--- config.mk ---
export PLATFORM = sky130hd
export DESIGN_NAME = barcode_rx
export DESIGN_NICKNAME = d
export VERILOG_FILES = /design/src/rtl/barcode_pkg.sv /design/src/rtl/bc_sync_edge.sv /design/src/rtl/barcode_rx.sv
export SDC_FILE = /design/constraint.sdc
export NUM_CORES = 1
export LEC_CHECK = 0
export ABC_AREA = 0
export ABC_CLOCK_PERIOD_IN_PS = 3400
export CORE_MARGIN = 4
export CORE_UTILIZATION = 45
export CTS_CLUSTER_SIZE = 40
export DETAILED_ROUTE_END_ITERATION = 16
export HOLD_SLACK_MARGIN = 0.02
export PLACE_DENSITY_LB_ADDON = 0.12
export SETUP_SLACK_MARGIN = 0.1
export SLEW_MARGIN = 10
export SYNTH_ARGS = -nofsm -noshare
export SYNTH_HDL_FRONTEND = slang
export SYNTH_SLANG_ARGS = --single-unit
export TNS_END_PERCENT = 10
--- constraint.sdc ---
create_clock -name clk -period 3.4 [get_ports clk]
set_input_delay 0.34 -clock clk [delete_from_list [all_inputs] [get_ports clk]]
set_output_delay 0.34 -clock clk [all_outputs]
set_load 0.01 [all_outputs]
--- src/rtl/barcode_pkg.sv ---
// Shared types for the barcode receiver: FSM state encoding and index-width helper.
package barcode_pkg;

    typedef enum logic [2:0] {
        IDLE,
        MEAS,
        WAIT_FALL,
        SAMPLE,
        DONE
    } state_t;

    function automatic int idx_w(input int data_w);
        return (data_w > 1) ? $clog2(data_w) : 1;
    endfunction

endpackage

--- src/rtl/bc_sync_edge.sv ---
// Two-flop synchroniser for the barcode line plus fall/rise detection.
// All flops reset to 1 so an idle-high line produces no spurious edge.
module bc_sync_edge (
    input  logic clk,
    input  logic rst,
    input  logic bc,
    output logic bc_s,
    output logic fall,
    output logic rise
);

    logic s1_q, s2_q, s3_q;
    logic s1_d, s2_d, s3_d;

    always_comb begin
        s1_d = bc;
        s2_d = s1_q;
        s3_d = s2_q;
    end

    always_ff @(posedge clk) begin
        if (rst) begin
            s1_q <= 1'b1;
            s2_q <= 1'b1;
            s3_q <= 1'b1;
        end else begin
            s1_q <= s1_d;
            s2_q <= s2_d;
            s3_q <= s3_d;
        end
    end

    assign bc_s = s2_q;
    assign fall = s3_q & ~s2_q;
    assign rise = ~s3_q & s2_q;

endmodule

--- src/rtl/barcode_rx.sv ---
// Self-clocked barcode receiver: the start bit's low time sets the bit period T,
// each data bit is sampled T cycles after its falling edge.
module barcode_rx
    import barcode_pkg::*;
#(
    parameter int DATA_W   = 8,
    parameter int PREFIX_W = 2,
    parameter int CNT_W    = 22,
    parameter int MIN_T    = 16,
    parameter int TO_SHIFT = 2
) (
    input  logic              clk,
    input  logic              rst,
    input  logic              BC,
    input  logic              clr_ID_vld,
    output logic [DATA_W-1:0] ID,
    output logic              ID_vld,
    output logic              err,
    output logic              busy
);

    localparam int IDX_W = idx_w(DATA_W);
    localparam int GAP_W = CNT_W + TO_SHIFT;

    logic bc_s, fall, rise;

    bc_sync_edge u_sync (
        .clk  (clk),
        .rst  (rst),
        .bc   (BC),
        .bc_s (bc_s),
        .fall (fall),
        .rise (rise)
    );

    state_t             state_q, state_d;
    logic [CNT_W-1:0]   cnt_q, cnt_d;
    logic [CNT_W-1:0]   t_q, t_d;
    logic [GAP_W-1:0]   gap_q, gap_d;
    logic [DATA_W-1:0]  shreg_q, shreg_d;
    logic [IDX_W-1:0]   bit_idx_q, bit_idx_d;
    logic [DATA_W-1:0]  id_q, id_d;
    logic               id_vld_q, id_vld_d;
    logic               err_q, err_d;
    logic [GAP_W-1:0]   to_lim;
    logic               prefix_ok;

    // Timeout limit kept at full width so large periods are not truncated.
    assign to_lim = GAP_W'(t_q) << TO_SHIFT;

    always_comb begin
        prefix_ok = 1'b1;
        for (int i = 0; i < PREFIX_W; i++) begin
            if (shreg_q[DATA_W-1-i]) prefix_ok = 1'b0;
        end
    end

    always_comb begin
        state_d   = state_q;
        cnt_d     = cnt_q;
        t_d       = t_q;
        gap_d     = gap_q;
        shreg_d   = shreg_q;
        bit_idx_d = bit_idx_q;
        id_d      = id_q;
        id_vld_d  = id_vld_q & ~clr_ID_vld;
        err_d     = 1'b0;
        case (state_q)
            IDLE: begin
                if (fall) begin
                    state_d = MEAS;
                    cnt_d   = '0;
                end
            end
            MEAS: begin
                if (rise) begin
                    if (cnt_q < CNT_W'(MIN_T)) begin
                        state_d = IDLE;
                    end else begin
                        t_d       = cnt_q;
                        bit_idx_d = '0;
                        gap_d     = '0;
                        state_d   = WAIT_FALL;
                    end
                end else if (&cnt_q) begin
                    err_d   = 1'b1;
                    state_d = IDLE;
                end else begin
                    cnt_d = cnt_q + 1'b1;
                end
            end
            WAIT_FALL: begin
                if (fall) begin
                    state_d = SAMPLE;
                    cnt_d   = '0;
                end else if (gap_q > to_lim) begin
                    err_d   = 1'b1;
                    state_d = IDLE;
                end else begin
                    gap_d = gap_q + 1'b1;
                end
            end
            SAMPLE: begin
                if (cnt_q == t_q) begin
                    shreg_d   = {shreg_q[DATA_W-2:0], bc_s};
                    bit_idx_d = bit_idx_q + 1'b1;
                    if (bit_idx_q == IDX_W'(DATA_W - 1)) begin
                        state_d = DONE;
                    end else begin
                        state_d = WAIT_FALL;
                        gap_d   = '0;
                    end
                end else begin
                    cnt_d = cnt_q + 1'b1;
                end
            end
            DONE: begin
                state_d = IDLE;
                // A valid frame's set overrides a simultaneous consumer clear.
                if (prefix_ok) begin
                    id_d     = shreg_q;
                    id_vld_d = 1'b1;
                end else begin
                    err_d = 1'b1;
                end
            end
            default: state_d = IDLE;
        endcase
    end

    always_ff @(posedge clk) begin
        if (rst) begin
            state_q   <= IDLE;
            cnt_q     <= '0;
            t_q       <= '0;
            gap_q     <= '0;
            shreg_q   <= '0;
            bit_idx_q <= '0;
            id_q      <= '0;
            id_vld_q  <= 1'b0;
            err_q     <= 1'b0;
        end else begin
            state_q   <= state_d;
            cnt_q     <= cnt_d;
            t_q       <= t_d;
            gap_q     <= gap_d;
            shreg_q   <= shreg_d;
            bit_idx_q <= bit_idx_d;
            id_q      <= id_d;
            id_vld_q  <= id_vld_d;
            err_q     <= err_d;
        end
    end

    assign ID     = id_q;
    assign ID_vld = id_vld_q;
    assign err    = err_q;
    assign busy   = (state_q != IDLE);

endmodule
==> results of run 1 <==
[per-stage QoR]
| stage | cell area [um2] | utilization |
|---|---|---|
| 6_report | 6111 | 0.5025 |
| 5_1_grt | 6111 | 0.5025 |
| 4_1_cts | 6111 | 0.5025 |
| 3_5_place_dp | 5821 | 0.4786 |
| 3_3_place_gp | 5821 | 0.4786 |
| 2_1_floorplan | 5642 | - |
[sequential cells by signal, summed over array words and instances, names as in the netlist]
register	count
err	1
bit_idx_q	3
u_sync.bc_s	1
u_sync.s1_q	1
gap_q	24
cnt_q	22
state_q	3
ID_vld	1
ID	8
u_sync.s3_q	1
t_q	22
shreg_q	8
[report_power, final]
group	internal [mW]	switching (mW)
logic	0.0216	0.0491
registers	1.12	0.00525
clock network	0.573	0.453
[worst max-delay path, cell delays in order (launching register included)]
cell,delay [ps]
dfxtp_1,390
inv_1,60
ha_1,300
nand4_1,130
or4_4,550
a31oi_1,220
o31a_2,600
nor3_2,180
o311ai_0,330
[routing by layer]
| metal | global-route usage | vias up |
|---|---|---|
| li1 | - | 2365 |
| met1 | 0.2692 | 2313 |
| met2 | 0.3439 | 101 |
| met3 | 0.04194 | 12 |
| met4 | 0.05727 | 0 |
| met5 | 0 | - |
[logic make-up after synthesis]
kind of cell	after synthesis	share of synthesized area
AO/OA/AOI/OAI	139	0.1894
XOR/XNOR	22	0.03415
multiplexers	37	0.06631
AND/OR/NAND/NOR	246	0.2437
buffers and inverters	76	0.06941
adder cells (fa/ha/maj)	27	0.05988
flip-flops	95	0.3371
[layout make-up]
type	instances	area (um2)	share of cell area
flip-flops and latches	95	1902	0.3112
repair buffers	26	225.2	0.03686
multi-input cells	471	3348	0.5479
well taps	168	210.2	0.03440
clock buffers	11	232.7	0.03808
clock inverters	5	57.56	0.009419
inverters	36	135.1	0.02211
[worst max path at each step]
stage / from / endpoint / slack, ps / cells past startpoint
after detailed placement: t_q[17] / gap_q[1] / 550 / 8
after floorplan: t_q[9] / gap_q[16] / 1030 / 9
after CTS: t_q[17] / gap_q[1] / 530 / 8
after global routing: t_q[20] / gap_q[5] / 350 / 9
final: t_q[12] / gap_q[12] / 520 / 8
after global placement: t_q[12] / gap_q[1] / 560 / 8
[cell usage in the layout (no fill, tap or decap), types with 10 or more instances in the layout]
cell type	instances
a21oi_1	36
buf_4	12
clkdlybuf4s50_1	13
dfxtp_1	95
ha_1	27
inv_1	36
mux2i_1	34
nand2_1	38
nand3_1	26
nand4_1	16
nor2_1	59
nor2b_1	17
nor4_1	10
o211ai_1	12
o311ai_1	12
o31ai_1	21
o41ai_1	12
or3_1	16
or4_1	12
xor2_1	22
==> results.tsv, run 1 <==
stage	metric	value	unit
floorplanning	ios	15	
setup_path	cp_data_arrival_time	3120	ps
setup_path	r2r_cells	8	
route	wl_met3	531	um
pwr	leakage	2.454	nW
pwr	peakVddDrop	0.0002603	V
timing	grt_setup_unrepaired	false	
cells_and_area	antenna_cells	0	
setup_path	crit_required	3640	ps
grt	grt_pass1_vias	4645	
clocking	post_cts_buffers	0	
cells_and_area	layout.nets	670	
min_path	min-delay-start	rst	
route	drtPass1Iterations	6	
route	routed_wl	14260	um
timing	hold_ws	330.7	ps
grt	grt_pass1_wl	23790	um
route	vias	4791	
timing	fin_setup_tns	0	ps
synth	synth_top_area_cell	dfxtp_1	
clocking	cts_resized	0	
floorplanning	die_area	0.01439	mm2
placement	dp_cells	796	
timing	finClkSkew	8.465	ps
route	drtIter0Drc	315	
clocking	cts_buffers	9	
floorplanning	core-area	0.01216	mm2
placement	hpwlAfterDp	10080	um
cells_and_area	syn_to_final_growth	8.317	%
timing	finalMaxSlewViolations	0	
route	ant_nets	0	
timing	hold_viol	0	
timing	setup_viol	0	
synth	synthCells	642	
placement	io_buffer_count	14	
synth	synth_ff_type	dfxtp_1	
clocking	clk_latency	350	ps
min_path	whs_endpoint	t_q[15]	
setup_path	reg2reg_slack	520	ps
job	drv_cap	0	
route	vias_per_cell	5.900	
setup_path	reg2reg_to	gap_q[12]	
clocking	clkSlewWorstSetupHoldPaths	70	ps
placement	dp_slack	545.9	ps
status	outcome	finished clean	
setup_path	r2r_start	t_q[12]	
floorplanning	num_rows	40	
synth	synthArstFlopShare	0	
setup_path	cp_max_fo	22	
pwr	powerDensity	362.9	mW/mm2
clocking	root_buffer	clkbuf_16	
cells_and_area	stdcell_count	812	
synth	ys_warn_count	0	
grt	grt_max_degree	56	
timing	tightestPinTransition	642.1	ps
route	remaining_drc_errors	0	
synth	netlist_area	0.005642	mm2
min_path	hold_path_class	in2reg	
synth	syn_nets	673	
grt	grt_usage	0.2057	
setup_path	criticalPathCategory	reg2reg	
timing	fin_crit_sh	0.8477	
timing	setup_slack	517.8	ps
synth	ys_seq_area_frac	0.3371	
grt	gr-total-overflow	0	
timing	period_minus_slack	2882	ps
synth	yosysUniqueCellTypes	63	
synth	syn-mean-instance-area	8.788	um2
synth	ys_ff_latch	95	
setup_path	critPathLaunchType	register	
floorplanning	die_height	120.0	um
synth	synth_area_leaders	dfxtp_1, mux2i_1, ha_1	
clocking	cts_hold_buffers	0	
clocking	cts_tree	yes	
placement	gp_congestion	0.8267	
timing	max_freq	0.3470	GHz
synth	synth_edf_count	0	
route	wl_met2	6986	um
synth	synthTopCellsByCount	dfxtp_1, nor2_1, nand2_1	
route	met1_length	6589	um
clocking	htree_levels	3	
timing	slew_headroom	0.5719	
pwr	power	2.217	mW
grt	grt_antenna_before_repair	0	
cells_and_area	fillers	1133	
floorplanning	dieWidth	120.0	um
route	avgRoutedWirePerCell	17.56	um
synth	synth_top_area_frac	0.3371	
synth	yosysMostFrequentCell	dfxtp_1	
min_path	holdPathStages	2	
setup_path	cp-end-kind	register	
route	top_layer_used	met4	
clocking	cts_max_path_buffers	2	
cells_and_area	drive_gt1_frac	0.08851	
clocking	clkSinkCount	95	
floorplanning	initial_core_util	0.4639	
Note: power is estimated with default switching activity, not from simulation.
==> run 2, diff against run 1 <==
--- a/config.mk
+++ b/config.mk
@@ -6,7 +6,7 @@
 export NUM_CORES = 1
 export LEC_CHECK = 0
 export ABC_AREA = 0
-export ABC_CLOCK_PERIOD_IN_PS = 3400
+export ABC_CLOCK_PERIOD_IN_PS = 2300
 export CORE_MARGIN = 4
 export CORE_UTILIZATION = 45
 export CTS_CLUSTER_SIZE = 40
==> constraint.sdc (replaced) <==
create_clock -name clk -period 2.3 [get_ports clk]
set_input_delay 0.23 -clock clk [delete_from_list [all_inputs] [get_ports clk]]
set_output_delay 0.23 -clock clk [all_outputs]
set_load 0.01 [all_outputs]
==> run 2 against run 1 <==
The run now ends with setup timing left. Non-clock buffer count is 86 higher. Register-to-register slack got worse by 720 ps. Clock skew down 0.65 ps. Power rose by 47%. Clock power grew 43%. Final cell count rose by 10%. Via count up 7.9%. Fmax is 15% higher. First-iteration DRC count shrank 15%. Critical path depth up 1. Combinational power is 84% higher. Critical endpoint is now state_q[1]. Largest power group unchanged.
==> results.tsv, run 2 (synthesis results as in run 1) <==
stage	metric	value	unit
status	outcome	finished, violations left	
status	violations	setup timing	
clocking	htree_levels	3	
grt	gr-usage-met3	0.03110	
cells_and_area	regMostFlops	gap_q	
cells_and_area	reg_top3	gap_q (24), cnt_q (22), t_q (22)	
setup_path	cpPeakStageDelay	580	ps
timing	fin_crit_sh	1.089	
clocking	cts_max_path_buffers	2	
setup_path	crit_required	2540	ps
job	drv_cap	0	
cells_and_area	stdcell_count	897	
clocking	cts_buffers	9	
cells_and_area	final_common_cell	buf_4	
setup_path	critPathLaunchType	register	
timing	finClkSkew	7.812	ps
floorplanning	die_area	0.01439	mm2
clocking	cts_tree	yes	
timing	period_minus_slack	2506	ps
clocking	clkSinkCount	95	
route	drtIter0Drc	267	
grt	grt_pass1_vias	5108	
route	avgRoutedWirePerCell	17.14	um
placement	dp_slack	-203.4	ps
cells_and_area	final_util	0.6035	
pwr	peakVddDrop	0.0004402	V
route	routed_wl	15370	um
timing	fin_setup_tns	-3504	ps
floorplanning	core-area	0.01216	mm2
cells_and_area	syn_to_final_growth	30.10	%
timing	grt_setup_unrepaired	true	
setup_path	criticalPathCategory	reg2reg	
setup_path	timing.critical_path.buf_inv	2	
setup_path	cp_cell_sequence	inv_2, ha_4, nand4_1, or4_4, a31oi_4, o31ai_2, buf_4, a211o_1, mux2_4	
cells_and_area	largest_reg_flops	24	
timing	slew_headroom	0.6271	
cells_and_area	drive_gt1_frac	0.2730	
placement	gp_congestion	0.8648	
floorplanning	die_height	120.0	um
cells_and_area	layout_common_cells	buf_4, dfxtp_1, nor2_1	
clocking	clk_latency	350	ps
timing	max_freq	0.3991	GHz
timing	hold_viol	0	
setup_path	crit_path_top_delay_cell	or4_4	
setup_path	cp_max_fo	3	
setup_path	cp_top_family	simple AND/OR/NAND/NOR gates	
cells_and_area	antenna_cells	0	
grt	grt_antenna_before_repair	0	
placement	dp_cells	876	
placement	place_area	0.006591	mm2
route	vias_per_cell	5.761	
floorplanning	ios	15	
placement	io_buffer_count	14	
setup_path	cp-end-kind	register	
grt	globalRouteMet1Util	0.2793	
grt	grt_pass1_wl	25450	um
grt	gr-total-overflow	0	
timing	tightestPinTransition	557.3	ps
placement	hpwlAfterDp	11120	um
route	vias	5168	
min_path	hold_path_class	in2reg	
floorplanning	initial_core_util	0.4639	
pwr	powerDensity	443.4	mW/mm2
timing	finalMaxSlewViolations	0	
route	ant_nets	0	
route	drtPass1Iterations	4	
clocking	clkSlewWorstSetupHoldPaths	70	ps
grt	grt_max_degree	47	
grt	met2_usage	0.3664	
pwr	leakage	3.025	nW
grt	grt_busiest_layer	met2	
grt	grt_usage	0.2201	
setup_path	cp_data_arrival_time	2750	ps
route	remaining_drc_errors	0	
floorplanning	num_rows	40	
cells_and_area	fillers	1020	
cells_and_area	fin_area	0.007340	mm2
floorplanning	dieWidth	120.0	um
timing	setup_slack	-205.8	ps
clocking	root_buffer	clkbuf_16	
timing	setup_viol	27	
cells_and_area	layout.nets	756	
## run 2: changes by cell type in the layout (fill, tap and decap cells not counted), sizes merged
| cell | before | now |
|---|---|---|
| buf | 13 | 99 |
| inv | 37 | 36 |
| clkinv | 3 | 4 |
| clkbuf | 11 | 10 |
## run 2: final cells by class
type                    count  area, um2  area share
clock buffers              10      229.0     0.03120
repair buffers            112       1017      0.1386
well taps                 168      210.2     0.02864
flip-flops and latches     95       1921      0.2617
inverters                  36      135.1     0.01841
clock inverters             5      50.05    0.006819
multi-input cells         471       3777      0.5147
## run 2: worst reg2reg max path: cells and delay by family, from the launching register on
family,cells,cell delay (ps)
simple gates,2,710
compound gates,3,570
fa+ha+maj,1,260
flops,1,340
mux,1,300
buf+inv,2,210
## run 2: layer usage
metal / part of all wire / wire length [um]
met1: 0.46 / 7046
met2: 0.48 / 7379
met3: 0.033 / 503
met4: 0.029 / 441
met5: 0 / 0
## run 2: where the power goes
part / internal [mW] / switching, mW / total, mW
Sequential: 1.65 / 0.00783 / 1.66
Combinational: 0.0491 / 0.0809 / 0.130
Clock: 0.830 / 0.637 / 1.47
## run 2: repair_timing
| item | in CTS | in global routing |
|---|---|---|
| pin swaps | 15 | 17 |
| resized for setup | 37 | 32 |
| cloned | 1 | 0 |
| setup buffers | 3 | 2 |
| setup endpoints to repair | 40 | 58 |
| hold buffers | 0 | 0 |
## run 2: path summary, 6_finish.rpt
path	slack (ps)	depth (start not counted)	start	end
max	-210	9	t_q[10]	state_q[1]
min reg2reg	430	1	u_sync.s1_q	u_sync.bc_s
min	260	2	rst	t_q[17]
max reg2reg	-210	9	t_q[10]	state_q[1]
## run 2: metrics by stage
step / power (mW) / hold slack [ps]
final: 3.254 / 255.8
after global routing: 3.363 / 274.5
after CTS: 3.292 / 241.3
after detailed placement: 1.814 / 421.3
after global placement: 1.812 / 396.8
after floorplan: 1.768 / 333.8
==> run 3, diff against run 2 <==
--- a/config.mk
+++ b/config.mk
@@ -7,7 +7,7 @@
 export LEC_CHECK = 0
 export ABC_AREA = 0
 export ABC_CLOCK_PERIOD_IN_PS = 2300
-export CORE_MARGIN = 4
+export CORE_MARGIN = 10
 export CORE_UTILIZATION = 45
 export CTS_CLUSTER_SIZE = 40
 export DETAILED_ROUTE_END_ITERATION = 16
==> run 3 against run 2 <==
The run still ends with setup timing left. Clock power rose by 14%. Via count rose by 1.5%. Core utilization rose by 0.57 points. First-iteration DRC count rose by 34%. Sequential cell count did not move. Critical endpoint is now gap_q[5].
==> results.tsv, run 3 (synthesis results as in run 1) <==
stage	metric	value	unit
status	outcome	finished, violations left	
status	violations	setup timing	
timing	finalMaxSlewViolations	0	
cells_and_area	largest_reg_flops	24	
setup_path	crit_path_top_delay_cell	or4_4	
setup_path	cp-end-kind	register	
clocking	cts_tree	yes	
grt	globalRouteMet1Util	0.2172	
cells_and_area	syn_to_final_growth	31.32	%
route	drtIter0Drc	358	
route	ant_nets	0	
setup_path	cp_data_arrival_time	2700	ps
pwr	power_frac_seq	0.480	
grt	grt_max_degree	31	
setup_path	criticalPathCategory	reg2reg	
timing	setup_viol	26	
setup_path	cp_cell_sequence	inv_2, ha_4, nand4_4, or4_4, o211a_1, o31a_4, buf_12, o311ai_4, o41ai_2	
cells_and_area	antenna_cells	0	
clocking	clkSlewWorstSetupHoldPaths	70	ps
cells_and_area	layout_common_cells	buf_4, dfxtp_1, nor2_1	
placement	hpwlAfterDp	11160	um
timing	grt_setup_unrepaired	true	
grt	gr-usage-met3	0.04002	
cells_and_area	fillers	1012	
clocking	cts_buffers	9	
timing	setup_slack	-165.0	ps
timing	fin_crit_sh	1.072	
pwr	power	3.448	mW
pwr	p_sw	0.7698	mW
floorplanning	num_rows	40	
clocking	root_buffer	clkbuf_16	
clocking	cts_max_path_buffers	2	
cells_and_area	drive_gt1_frac	0.2957	
cells_and_area	regMostFlops	gap_q	
cells_and_area	fin_area	0.007408	mm2
grt	grt_busiest_layer	met2	
pwr	pwr-share-comb	0.035	
grt	grt_usage	0.1747	
clocking	clk_latency	360	ps
floorplanning	dieWidth	132.0	um
job	drv_cap	0	
cells_and_area	final_util	0.6092	
pwr	clock_power_share	0.484	
cells_and_area	final_common_cell	buf_4	
setup_path	crit_required	2530	ps
timing	max_freq	0.4057	GHz
floorplanning	die_area	0.01742	mm2
timing	slew_headroom	0.5777	
clocking	htree_levels	3	
floorplanning	initial_core_util	0.4639	
floorplanning	core-area	0.01216	mm2
route	vias	5245	
placement	io_buffer_count	14	
timing	tightestPinTransition	631.2	ps
timing	hold_viol	0	
timing	period_minus_slack	2465	ps
setup_path	reg2reg_slack	-170	ps
cells_and_area	reg_top3	gap_q (24), cnt_q (22), t_q (22)	
grt	grt_pass1_vias	5065	
clocking	clkSinkCount	95	
cells_and_area	stdcell_count	895	
min_path	hold_path_class	in2reg	
grt	grt_pass1_wl	25430	um
route	avgRoutedWirePerCell	17.64	um
setup_path	cp_max_fo	8	
setup_path	r2r_cells	9	
cells_and_area	layout.nets	753	
timing	finClkSkew	11.78	ps
route	routed_wl	15790	um
setup_path	cp-endpoint	gap_q[5]	
floorplanning	die_height	132.0	um
setup_path	cpPeakStageDelay	590	ps
pwr	peakVddDrop	0.0005270	V
grt	met2_usage	0.2949	
setup_path	r2r_start	t_q[15]	
route	remaining_drc_errors	0	
pwr	internal_power	2.679	mW
grt	gr-total-overflow	0	
pwr	leakage	3.038	nW
pwr	powerDensity	465.5	mW/mm2
pwr	p_sw_frac	0.2232	
placement	place_area	0.006564	mm2
placement	dp_cells	874	
placement	gp_congestion	0.9019	
route	drtPass1Iterations	5	
floorplanning	ios	15	
route	vias_per_cell	5.860	
setup_path	reg2reg_to	gap_q[5]	
grt	grt_antenna_before_repair	0	
clocking	cts_hold_buffers	0	
cells_and_area	ff_latch_area	0.001936	mm2
cells_and_area	multi_input_area	0.003840	mm2
setup_path	startpoint	t_q[15]	
setup_path	critPathLaunchType	register	
[run 3: cell types whose count changed in the layout (fill, tap and decap cells not counted), sizes merged]
cell,change
inv,+2
clkinv,-3
clkinvlp,+1
bufinv,+1
buf,-3
[run 3: how the worst min path moves through the flow]
stage	slack (ps)	depth (start not counted)	start	endpoint
2_1_floorplan	330	1	BC	u_sync.s1_q
3_3_place_gp	400	1	u_sync.s1_q	u_sync.bc_s
3_5_place_dp	410	1	u_sync.s1_q	u_sync.bc_s
4_1_cts	290	2	rst	t_q[16]
5_1_grt	310	2	rst	t_q[16]
6_report	300	2	rst	t_q[18]
[run 3: repair_timing]
item | in CTS | in global routing
resized for setup | 41 | 45
setup buffers | 1 | 3
pin swaps | 27 | 14
gates cloned | 1 | 0
endpoints found under the setup margin | 36 | 52
[run 3: power by group through the flow]
stage                     clock, mW  combinational, mW  sequential (mW)
final                          1.67              0.122             1.66
after global routing           1.77              0.132             1.66
after detailed placement          0              0.116             1.69
after floorplan                   0             0.0775             1.69
after CTS                      1.71              0.119             1.66
after global placement            0              0.114             1.69
[run 3: critical path, delay by kind of cell (launching register included)]
kind | cells | cell delay, ps
buf+inv | 2 | 230
flops | 1 | 340
simple gates | 2 | 710
compound gates | 4 | 790
fa+ha+maj | 1 | 280
[run 3: layout make-up]
cell class,count,share of cell area
Clock inverter,6,0.01216
Clock buffer,10,0.03226
Multi-Input combinational cell,471,0.5183
Inverter,36,0.01824
Tap cell,168,0.02837
Timing Repair Buffer,109,0.1294
Sequential cell,95,0.2613
[run 3: routing by layer]
layer  routed length (um)  part of all wire
met1                 7279              0.46
met2                 7626              0.48
met3                  681             0.043
met4                  201             0.013
met5                    0                 0
[run 3: stage by stage]
step / setup slack [ps] / setup TNS, ps / hold WS, ps
floorplan: -9.766 / -28.60 / 333.8
global placement: -207.5 / -2992 / 403.1
detailed placement: -248.0 / -3961 / 406.6
CTS: -119.7 / -1686 / 291.9
global route: -262.0 / -4798 / 312.8
finish: -165.0 / -2853 / 299.2
==> RTL change 1, RTL diff (config.mk and constraints of run 2) <==
Set the parameter `PREFIX_W` to 4 (it was 2).
--- a/src/rtl/barcode_rx.sv
+++ b/src/rtl/barcode_rx.sv
@@ -5,5 +5,5 @@
 #(
     parameter int DATA_W   = 8,
-    parameter int PREFIX_W = 2,
+    parameter int PREFIX_W = 4,
     parameter int CNT_W    = 22,
     parameter int MIN_T    = 16,
Formal check against the unedited RTL: same outputs for any inputs over 10 cycles, from zero or initial values and one cycle with rst high; that may be too few to reach the edited logic, so the function may still have changed.
==> RTL change 1 against run 2 <==
- the flow still finishes with violations (negative setup slack)
- power fell by 0.89%
- final area decreased by 5.7%
- count of clock-buffer cells in the layout up 2
- clock skew barely moved
- clock power is 3% lower
- worst setup slack got worse by 85 ps
- routed wire length decreased by 4.5%
- synthesized area is 8.6% lower
- synthesized cell count down 4.4%
- global-route usage up 0.64 points
- sequential cell count unchanged
- critical endpoint is now gap_q[17]$_SDFFE_PP0P_
==> RTL change 1: results <==
placement:
  port_buffers: 14
  place_hpwl_um: 10590
  pre_cts_ws_ps: -438.0
  dpl_cell_area_um2: 6168
  gp_congestion: 0.9253
outcome:
  status: "complete, but fails checks"
  violations: "negative setup slack"
clock_tree:
  cts_root_buffer: "clkbuf_16"
  cts_made_buffers: 9
  clk_path_buf_depth: 2
  clkSlewWorstSetupHoldPaths_ps: 70
  clkLatencyLatePin_ps: 350
detailed_routing:
  top_layer_used: "met4"
  avgRoutedWirePerCell_um: 16.93
  vias: 4883
  wl_met3_um: 775
  wl_met1_um: 6336
  wl_met2_um: 7160
  first_pass_iters: 4
  dr.first_iter.drc_count: 324
final_layout:
  antennaDiodeCount: 0
  top_regs: "gap_q x24, cnt_q x22, t_q x22"
  final_nets: 753
  layout-drive-gt1-share_pct: 32.05
global_routing:
  grt_use_total_pct: 22.66
  grt_pass1_wl_um: 23780
  use_met2_pct: 38.85
  antenna_found_initial: 0
  grtUsageMet1_pct: 28.94
  grt_max_degree: 59
  grt_util_met3_pct: 3.158
synthesis:
  ys_warn_count: 0
  netlist_top_cells_count: "dfxtp_1, nor2_1, nand2_1, nand3_1, inv_1"
  syn_nets: 645
  synth_seq_area_share_pct: 36.88
  ys_types: 57
  synthArstFlopShare_pct: 0
  synth_area_leaders: "dfxtp_1, ha_1, mux2i_1, nor2_1, nand3_1"
  ys.flop_type: "dfxtp_1"
worst_setup_path:
  cpMaxStageDelayCell: "o41a_1"
  worstPathArrival_ps: 2880
  cpPeakStageDelay_ps: 480
  reg2regPathDepth: 11
  r2r_end: "gap_q[17]$_SDFFE_PP0P_"
  r2r_start: "t_q[20]$_SDFFE_PP0N_"
min_path:
  min_to: "cnt_q[20]$_SDFFE_PP0P_"
  holdPathStages: 4
  hp-start: "rst"
  hp-class: "in -> reg"
pwr:
  p_leak_nw: 3.040
  ir_drop_uv: 384.7
sta:
  setup_viol: 26
  worst_slack_ps: -290.5
  worstMarginPinSlew_ps: 680.6
  fin_skew_ps: 8.165
flow_run:
  maxCapViolCount: 0
[RTL change 1: cell count changes after synthesis, sizes merged, moves of 11 or more]
cell    delta
o41ai     -17
xnor2     +15
a21o      +18
nor2b     -14
o211ai    -12
buf       -11
o311ai    -12
o31ai     -18
[RTL change 1: cells by family (layout without fill, tap and decap cells)]
logic type      count (synthesis)  in the layout  share of synthesized area [%]
simple gates                  255            255                          25.50
compound gates                110            110                          14.78
flops                          95             95                          36.88
buf+inv                        67            180                          5.290
mux                            32             32                          6.236
xor+xnor                       28             28                          4.756
fa+ha+maj                      27             27                          6.552
[RTL change 1: critical path, delay by kind of cell (launching register included)]
family                   cells  cell delay (ps)
AND/OR/NAND/NOR              4              790
AO/OA/AOI/OAI                3              790
buffers and inverters        3              400
flip-flops                   1              330
adder cells (fa/ha/maj)      1              210
[RTL change 1: power breakdown]
| part | total [mW] | switching [mW] | internal, mW | leakage, nW |
|---|---|---|---|---|
| logic | 0.139 | 0.0859 | 0.0533 | 2.12 |
| clock network | 1.43 | 0.646 | 0.786 | 0.142 |
| registers | 1.65 | 0.00420 | 1.65 | 0.780 |
| total | 3.23 | 0.736 | 2.49 | 3.04 |
[RTL change 1: how the worst max path moves through the flow]
stage | endpoint | start | depth (start not counted) | slack [ps]
final | gap_q[17]$_SDFFE_PP0P_ | t_q[20]$_SDFFE_PP0N_ | 11 | -290
after global routing | gap_q[15]$_SDFFE_PP0P_ | t_q[19]$_SDFFE_PP0N_ | 12 | -420
after CTS | gap_q[18]$_SDFFE_PP0P_ | gap_q[21]$_SDFFE_PP0P_ | 10 | -280
after detailed placement | gap_q[17]$_SDFFE_PP0P_ | t_q[21]$_SDFFE_PP0N_ | 10 | -440
after global placement | gap_q[17]$_SDFFE_PP0P_ | t_q[19]$_SDFFE_PP0N_ | 10 | -270
after floorplan | gap_q[10]$_SDFFE_PP0P_ | t_q[19]$_SDFFE_PP0N_ | 11 | -220
[RTL change 1: repair_timing]
action                     4_1_cts  5_1_grt
setup endpoints to repair       61       77
gates resized for setup         47       51
hold buffers                     0        0
setup buffers                    5        3
pin swaps                       36       27
[RTL change 1: area by class of cell]
cell class,count,area [um2]
multi-input combinational,452,3344
sequential,95,1936
clock inverter,4,20.02
timing repair buffer,131,1069
tap,140,175.2
fill,960,4106
inverter,33,123.9
clock buffer,12,256.5
[RTL change 1: through the flow]
stage               TNS (ps)  cells  hold WS (ps)  util, %  power [mW]
floorplan              -4750    614         333.8        -       1.765
global placement       -6687    843         399.0    55.92       1.819
detailed placement    -10280    843         395.5    55.92       1.822
CTS                    -6003    864         387.4    60.34       3.243
global route          -10270    867         414.3    62.77       3.335
finish                 -6018    867         386.2    62.77       3.225
==> RTL change 2, RTL diff (flow settings as in run 2) <==
Made on the original files. The 5 states of `state_t` get a one-hot encoding in 5 bits.
--- a/src/rtl/barcode_pkg.sv
+++ b/src/rtl/barcode_pkg.sv
@@ -2,10 +2,10 @@
 package barcode_pkg;
 
-    typedef enum logic [2:0] {
-        IDLE,
-        MEAS,
-        WAIT_FALL,
-        SAMPLE,
-        DONE
+    typedef enum logic [4:0] {
+        IDLE      = 5'b00001,
+        MEAS      = 5'b00010,
+        WAIT_FALL = 5'b00100,
+        SAMPLE    = 5'b01000,
+        DONE      = 5'b10000
     } state_t;
 
Check against the original RTL: no difference found for any inputs over 10 cycles, from zero or initial values and one cycle with rst high; not proved beyond that.
==> RTL change 2 against run 2 <==
- the run still ends with negative setup slack left
- via count shrank 2.1%
- highest routed layer unchanged
- critical path depth unchanged
- sequential cell count is 2 higher
- routed wire length is 1.3% lower
- synthesized area down 4.2%
- worst setup slack improved by 69 ps
- final area is 2.0% lower
- synthesized cell count increased by 1.6%
- fmax up 2.8%
- first-iteration DRC count is 6.7% lower
Power is not compared: it rests on default switching activity, and its combinational part moved more than twofold at a synthesized area within 25%.
==> RTL change 2: results <==
worst_setup_path:
  reg2reg_slack_ps: -140
  cpMaxStageDelayCell: "or3_4"
  crit_start: "t_q[9]$_SDFFE_PP0P_"
  cpPeakStageDelay_ps: 400
  worstSetupEndpoint: "gap_q[12]$_SDFFE_PP0P_"
  worstPathArrival_ps: 2700
  crit_fanout: 11
detailed_routing:
  routed_via_density: 5.590
  dr.first_iter.drc_count: 249
  wl_met1_um: 6749
synthesis:
  netlist_top_cells_count: "dfxtp_1, nor2_1, a21oi_1, inv_1, nand3_1"
  synth_mux_area_share_pct: 3.911
  synth_seq_area_share_pct: 35.92
  synth-compound-area-share_pct: 14.90
  syn_nets: 683
  ys_types: 66
global_routing:
  grt_pass1_vias: 4913
  use_met2_pct: 36.79
  grt_use_total_pct: 21.57
  grt_pass1_wl_um: 24320
  grt_util_met3_pct: 3.460
  grtUsageMet1_pct: 27.32
  grt_max_degree: 49
clock_tree:
  cts-resized-gates: 24
final_layout:
  final_nets: 789
sta:
  setup_viol: 20
  totalNegativeSetupSlack_ps: -1155
  hold_slack_ps: 243.0
  worstMarginPinSlew_ps: 506.8
  worst_slack_ps: -136.9
outcome:
  violations: "negative setup slack"
  status: "complete, but fails checks"
placement:
  gp_congestion: 0.9401
## RTL change 2: through the flow
stage | utilization, % | cell area (um2) | cells
finish | 62.19 | 7192 | 905
global placement | 56.23 | 6502 | 883
detailed placement | 56.23 | 6502 | 883
global route | 62.19 | 7192 | 905
CTS | 59.41 | 6870 | 899
floorplan | - | 5539 | 652
## RTL change 2: power by group through the flow
stage	clock network, mW	logic, mW	registers (mW)
after floorplan	0	0.462	1.76
after global placement	0	0.638	1.77
after detailed placement	0	0.649	1.77
after CTS	1.43	0.701	1.73
after global routing	1.50	0.821	1.73
final	1.40	0.765	1.73
## RTL change 2: cell type report
cell class / instances / area share [%]
multi-input combinational: 476 / 49.46
inverter: 42 / 2.192
timing repair buffer: 132 / 14.79
tap: 143 / 2.488
sequential: 97 / 27.38
clock inverter: 2 / 0.2088
clock buffer: 13 / 3.479
